`config.mk`:
```
export PLATFORM = sky130hd
export DESIGN_NAME = cn_msg_expander_20_flat
export DESIGN_NICKNAME = d
export VERILOG_FILES = /design/src/rtl/cn_msg_expander_20_if.sv /design/src/rtl/cn_msg_expander_20.sv /design/src/flat_wrapper.sv
export SDC_FILE = /design/constraint.sdc
export NUM_CORES = 1
export LEC_CHECK = 0
export ABC_AREA = 1
export CAP_MARGIN = 5
export CORE_ASPECT_RATIO = 0.75
export CORE_MARGIN = 5
export CORE_UTILIZATION = 57
export DETAILED_ROUTE_END_ITERATION = 10
export PLACE_DENSITY_LB_ADDON = 0.1
export SLEW_MARGIN = 30
export SYNTH_ARGS = -nofsm -noshare
export SYNTH_HDL_FRONTEND = slang
export SYNTH_SLANG_ARGS = --single-unit
```
`constraint.sdc`:
```
create_clock -name clk -period 3 [get_ports clk]
set_input_delay 0.75 -clock clk [delete_from_list [all_inputs] [get_ports clk]]
set_output_delay 0.75 -clock clk [all_outputs]
set_load 0.005 [all_outputs]
```
`src/rtl/cn_msg_expander_20_if.sv`:
```
// Handshake bundle for the check-node message expander: compressed row in, per-edge message out.
interface cn_msg_expander_20_if #(
  parameter int unsigned NOB = 4
);
  logic           in_valid;
  logic           in_ready;
  logic [NOB:0]   in_min1;
  logic [NOB:0]   in_min2;
  logic [4:0]     in_min1_index;
  logic [19:0]    in_signs;
  logic [4:0]     in_deg;

  logic           out_valid;
  logic           out_ready;
  logic           out_sign;
  logic [NOB:0]   out_mag;
  logic [4:0]     out_edge;
  logic           out_last;

  modport master (
    output in_valid, in_min1, in_min2, in_min1_index, in_signs, in_deg, out_ready,
    input  in_ready, out_valid, out_sign, out_mag, out_edge, out_last
  );

  modport slave (
    input  in_valid, in_min1, in_min2, in_min1_index, in_signs, in_deg, out_ready,
    output in_ready, out_valid, out_sign, out_mag, out_edge, out_last
  );
endinterface

```
`src/rtl/cn_msg_expander_20.sv`:
```
// Expands a compressed min-sum check-node row into one offset-corrected message per edge,
// serially, with a two-entry row buffer so the next row can be accepted during emission.
module cn_msg_expander_20 #(
  parameter int unsigned NOB    = 4,
  parameter int unsigned OFFSET = 1
) (
  input logic                clk,
  input logic                rst_n,
  cn_msg_expander_20_if.slave bus
);
  localparam int unsigned MagW = NOB + 1;

  typedef struct packed {
    logic [MagW-1:0] min1;
    logic [MagW-1:0] min2;
    logic [4:0]      idx;
    logic [19:0]     signs;
    logic [4:0]      deg;
    logic            tsign;
  } entry_t;

  typedef enum logic {StIdle, StEmit} state_e;

  entry_t          mem_q [2];
  entry_t          mem_d [2];
  entry_t          in_entry;
  entry_t          head;
  logic            wr_ptr_q, wr_ptr_d, rd_ptr_q, rd_ptr_d;
  logic [1:0]      count_q, count_d;
  logic [4:0]      e_q, e_d;
  state_e          state_q, state_d;
  logic            push, fire, pop;
  logic [MagW-1:0] sel;

  logic            out_valid_q, out_valid_d;
  logic            out_sign_q, out_sign_d;
  logic            out_last_q, out_last_d;
  logic [MagW-1:0] out_mag_q, out_mag_d;
  logic [4:0]      out_edge_q, out_edge_d;

  assign bus.in_ready  = (count_q != 2'd2);
  assign bus.out_valid = out_valid_q;
  assign bus.out_sign  = out_sign_q;
  assign bus.out_mag   = out_mag_q;
  assign bus.out_edge  = out_edge_q;
  assign bus.out_last  = out_last_q;

  assign push = bus.in_valid & bus.in_ready;
  assign fire = out_valid_q & bus.out_ready;
  assign pop  = fire & out_last_q;

  // Degree is clamped and the row parity precomputed once, at capture.
  always_comb begin
    in_entry       = '0;
    in_entry.min1  = bus.in_min1;
    in_entry.min2  = bus.in_min2;
    in_entry.idx   = bus.in_min1_index;
    in_entry.signs = bus.in_signs;
    in_entry.deg   = (bus.in_deg == 5'd0 || bus.in_deg > 5'd20) ? 5'd20 : bus.in_deg;
    in_entry.tsign = 1'b0;
    for (int i = 0; i < 20; i++) begin
      if (5'(i) < in_entry.deg) in_entry.tsign = in_entry.tsign ^ bus.in_signs[i];
    end
  end

  always_comb begin
    mem_d    = mem_q;
    wr_ptr_d = wr_ptr_q;
    rd_ptr_d = rd_ptr_q;
    count_d  = count_q;
    e_d      = e_q;
    if (push) begin
      mem_d[wr_ptr_q] = in_entry;
      wr_ptr_d        = ~wr_ptr_q;
    end
    if (pop) begin
      rd_ptr_d = ~rd_ptr_q;
      e_d      = '0;
    end else if (fire) begin
      e_d = e_q + 5'd1;
    end
    case ({push, pop})
      2'b10:   count_d = count_q + 2'd1;
      2'b01:   count_d = count_q - 2'd1;
      default: count_d = count_q;
    endcase
  end

  always_comb begin
    state_d = state_q;
    case (state_q)
      StIdle:  if (push) state_d = StEmit;
      StEmit:  if (pop && count_d == 2'd0) state_d = StIdle;
      default: state_d = StIdle;
    endcase
  end

  // Outputs are precomputed from next-state so they leave the flops already aligned.
  always_comb begin
    head        = mem_d[rd_ptr_d];
    sel         = (e_d == head.idx) ? head.min2 : head.min1;
    out_valid_d = 1'b0;
    out_sign_d  = 1'b0;
    out_mag_d   = '0;
    out_edge_d  = '0;
    out_last_d  = 1'b0;
    if (state_d == StEmit) begin
      out_valid_d = 1'b1;
      out_mag_d   = (sel > MagW'(OFFSET)) ? sel - MagW'(OFFSET) : '0;
      out_sign_d  = head.tsign ^ head.signs[e_d];
      out_edge_d  = e_d;
      out_last_d  = (e_d == head.deg - 5'd1);
    end
  end

  always_ff @(posedge clk or negedge rst_n) begin
    if (!rst_n) begin
      mem_q[0]    <= '0;
      mem_q[1]    <= '0;
      wr_ptr_q    <= 1'b0;
      rd_ptr_q    <= 1'b0;
      count_q     <= 2'd0;
      e_q         <= 5'd0;
      state_q     <= StIdle;
      out_valid_q <= 1'b0;
      out_sign_q  <= 1'b0;
      out_mag_q   <= '0;
      out_edge_q  <= 5'd0;
      out_last_q  <= 1'b0;
    end else begin
      mem_q       <= mem_d;
      wr_ptr_q    <= wr_ptr_d;
      rd_ptr_q    <= rd_ptr_d;
      count_q     <= count_d;
      e_q         <= e_d;
      state_q     <= state_d;
      out_valid_q <= out_valid_d;
      out_sign_q  <= out_sign_d;
      out_mag_q   <= out_mag_d;
      out_edge_q  <= out_edge_d;
      out_last_q  <= out_last_d;
    end
  end
endmodule

```
`src/flat_wrapper.sv`:
```
// flat-port wrapper written by rule: the top's interface ports become plain ports
module cn_msg_expander_20_flat 
#(
  parameter int unsigned NOB    = 4,
  parameter int unsigned OFFSET = 1
)
  (clk, rst_n, bus_in_valid, bus_in_min1, bus_in_min2, bus_in_min1_index, bus_in_signs, bus_in_deg, bus_out_ready, bus_in_ready, bus_out_valid, bus_out_sign, bus_out_mag, bus_out_edge, bus_out_last);
  cn_msg_expander_20_if #(.NOB(NOB)) bus_i ();
  input logic clk;
  input logic rst_n;
  input wire logic [$bits(bus_i.in_valid)-1:0] bus_in_valid;
  input wire logic [$bits(bus_i.in_min1)-1:0] bus_in_min1;
  input wire logic [$bits(bus_i.in_min2)-1:0] bus_in_min2;
  input wire logic [$bits(bus_i.in_min1_index)-1:0] bus_in_min1_index;
  input wire logic [$bits(bus_i.in_signs)-1:0] bus_in_signs;
  input wire logic [$bits(bus_i.in_deg)-1:0] bus_in_deg;
  input wire logic [$bits(bus_i.out_ready)-1:0] bus_out_ready;
  output wire logic [$bits(bus_i.in_ready)-1:0] bus_in_ready;
  output wire logic [$bits(bus_i.out_valid)-1:0] bus_out_valid;
  output wire logic [$bits(bus_i.out_sign)-1:0] bus_out_sign;
  output wire logic [$bits(bus_i.out_mag)-1:0] bus_out_mag;
  output wire logic [$bits(bus_i.out_edge)-1:0] bus_out_edge;
  output wire logic [$bits(bus_i.out_last)-1:0] bus_out_last;
  assign bus_i.in_valid = bus_in_valid;
  assign bus_i.in_min1 = bus_in_min1;
  assign bus_i.in_min2 = bus_in_min2;
  assign bus_i.in_min1_index = bus_in_min1_index;
  assign bus_i.in_signs = bus_in_signs;
  assign bus_i.in_deg = bus_in_deg;
  assign bus_i.out_ready = bus_out_ready;
  assign bus_in_ready = bus_i.in_ready;
  assign bus_out_valid = bus_i.out_valid;
  assign bus_out_sign = bus_i.out_sign;
  assign bus_out_mag = bus_i.out_mag;
  assign bus_out_edge = bus_i.out_edge;
  assign bus_out_last = bus_i.out_last;
  cn_msg_expander_20 #(.NOB(NOB), .OFFSET(OFFSET)) u_core (.clk(clk), .rst_n(rst_n), .bus(bus_i));
endmodule
```
==> results.toml, run 1 <==
[clock_tree]
cts_tree = "built"
insertion_delay_ns = 0.34
postCtsHoldBufs = 0
clk_pin_slew_ns = 0.07
cts-root-buf = "clkbuf_16"
cts_made_buffers = 9
numClockSinks = 104
h-tree-depth = 3
cts_buffer_depth = 2

[routing]
drt-initial-drc-count = 420
drt_wl_total_um = 14700
ant_nets = 0
post_drt_wl_per_cell_um = 15.1
drc = 0
dr.pass1.iters = 5
vias = 5170
via_per_inst = 5.30

[critical_path]
cpMaxStageDelayCell = "dlygate4sd2_1"
cp_common_cell = "nand2_1"
critPathMaxFanout = 11
max_stage_delay_ns = 0.24
rr_startpoint = "u_core.count_q[0]"
reg2reg_depth = 19
crit_start = "bus_in_valid"
crit_chain = "dlygate4sd2_1, nand2_4, inv_2, nand2_4, buf_4, nand2_1, o21ai_2, o21ai_4, xor2_2, nand3_4, nor2_8, o211ai_1, nand2_1, inv_2, ha_1, nand2_1, xor2_1, nor2_1"
cp-start-kind = "primary input"
cp-end-kind = "flop"
required_ns = 3.23
path_class = "in2reg"
arrival_ns = 3.14

[sta]
rsz0062_at_grt = "true"
slew_violations = 0
setup_viol = 0
finalHoldViolCount = 0
tightestPinTransition_ns = 0.567
min_period_ns = 2.91
timing.final.crit_share_pct = 97.1
slew_headroom_pct = 62.2
layout_setup_ws_ns = 0.0877
skew_ns = 0.00613
fmax_mhz = 343

[placed_design]
gp_congestion = 0.903
portBuffers = 57
place_area_um2 = 6780
dpl_worst_slack_ns = -0.569
hpwl_um = 10000

[logic_synthesis]
synth-main-ff-cell = "dfrtp_1"
yosysWarnings = 0
yosysTopAreaCell = "dfrtp_1"
synth_area_leaders = "dfrtp_1, nand2_1, o21ai_0"
synth_edf_count = 0
synth_cell_type_count = 37
synthCells = 701
syn_area_per_cell_um2 = 7.82
async_flop_share_pct = 100
syn_area_um2 = 5480
syn_nets = 750
synth_seq_cells = 104
synth_top_area_share_pct = 47.5
synth_seq_area_share_pct = 47.5

[die]
die_h_um = 94.9
die_area_um2 = 11700
start_util_pct = 57.4
io_pins = 58
row_count = 31
die_width_um = 123
coreArea_um2 = 9540

[layout]
fin_nets = 887
layout_commonest_cell = "nand2_1"
layout-drive-gt1-share_pct = 19.7
final_cell_mix = "nand2_1, dfrtp_1, buf_4"
area_growth_pct = 33.2
post-route-util_pct = 76.5
post-route-cell-area_um2 = 7300
diodes = 0

[power_and_ir_drop]
p_leak_nw = 3.79
p_per_area_nw_per_um2 = 1090
vdd_drop_max_mv = 0.667

[global_routing]
met2_usage_pct = 41.1
gr-total-overflow = 0
grtUsageMet3_pct = 5.27
grt_pass1_vias = 4980
grt_max_degree = 105
grt_use_met1_pct = 35.9
grt_busiest_layer = "met2"
grt_first_pass_wirelength_um = 23700
grt_usage_pct = 25.7
antenna_found_initial = 0

[job]
max-cap-violations = 0

[status]
run_status = "finished clean"

[min_path]
hp-class = "in2async"
-- worst max-delay path, delay by kind of cell --
kind	cells	cell delay [ns]
buf+inv	4	0.54
simple gates	8	0.83
compound gates	3	0.39
xor+xnor	2	0.40
fa+ha+maj	1	0.22
-- timing repair --
item,4_1_cts,5_1_grt
resized for setup,21,36
setup buffers,3,5
pin swaps,11,14
cloned,0,1
endpoints found under the setup margin,6,9
-- layer usage --
| layer | vias up | share of wire, % | wire length [um] |
|---|---|---|---|
| li1 | 2520 | - | - |
| met1 | 2448 | 44 | 6510 |
| met2 | 178 | 48 | 7020 |
| met3 | 24 | 6.5 | 961 |
| met4 | 0 | 1.5 | 218 |
| met5 | - | 0 | 0 |
-- kinds of logic (layout without fill, tap and decap cells) --
| logic type | after synthesis | count (layout) | share of synthesized area (%) |
|---|---|---|---|
| multiplexers | 9 | 9 | 1.64 |
| AND/OR/NAND/NOR | 333 | 333 | 26.4 |
| buffers and inverters | 112 | 254 | 8.06 |
| adder cells (fa/ha/maj) | 5 | 5 | 1.14 |
| AO/OA/AOI/OAI | 117 | 117 | 12.0 |
| XOR/XNOR | 21 | 21 | 3.36 |
| flip-flops | 104 | 104 | 47.5 |
-- cells in the mapped netlist (7+ instances only) --
master    count
nand2_1     206
dfrtp_1     104
o21ai_0      81
inv_1        79
nand3_1      64
nor2_1       34
clkbuf_1     15
xor2_1       14
mux2i_1       9
nand4_1       9
o21ai_1       9
a21oi_1       7
xnor2_1       7
-- per-stage QoR --
stage	cells	total power, mW	hold WS (ns)	TNS (ns)
finish	975	7.93	0.448	0
global route	975	8.55	0.508	-0.396
CTS	969	7.77	0.478	0
detailed placement	950	6.42	0.460	-3.74
global placement	950	6.26	0.454	-2.21
floorplan	701	4.84	0.438	0
-- flip-flops by register name (all words and copies together) (netlist names) --
signal / count
u_core.bus.out_edge: 5
u_core.bus.out_last: 1
u_core.bus.out_mag: 5
u_core.bus.out_sign: 1
u_core.bus.out_valid: 1
u_core.count_q: 2
u_core.e_q: 5
u_core.mem_q: 82
u_core.rd_ptr_q: 1
u_core.wr_ptr_q: 1
-- layout make-up --
class	instances	area (um2)
clock buffers	9	225
clock inverters	7	55.1
fillers	679	2240
inverters	87	334
multi-input cells	485	2600
flip-flops and latches	104	2600
well taps	132	165
repair buffers	151	1320
-- final timing paths --
check	slack, ns	end
hold / removal	0.45	u_core.mem_q[64]
setup reg to reg	0.19	u_core.bus.out_mag[4]
min in group clk	0.50	u_core.mem_q[53]
max in group asynchronous	2.12	u_core.mem_q[47]
hold reg to reg	0.50	u_core.mem_q[53]
setup / recovery	0.09	u_core.bus.out_mag[4]
-- power breakdown --
group	internal [mW]	leakage [nW]	total [mW]	switching (mW)
Sequential	2.07	1.27	2.31	0.234
Clock	0.571	0.132	1.12	0.545
Combinational	1.95	2.39	4.50	2.56
Total	4.59	3.79	7.93	3.33
Note: power is estimated with default switching activity, not from simulation.
==> run 2: changes to the inputs <==
ABC_CLOCK_PERIOD_IN_PS = 3000   (was not set)
==> results of run 2 <==
No change in the layout: final DEF, timing and power equal those of run 1.
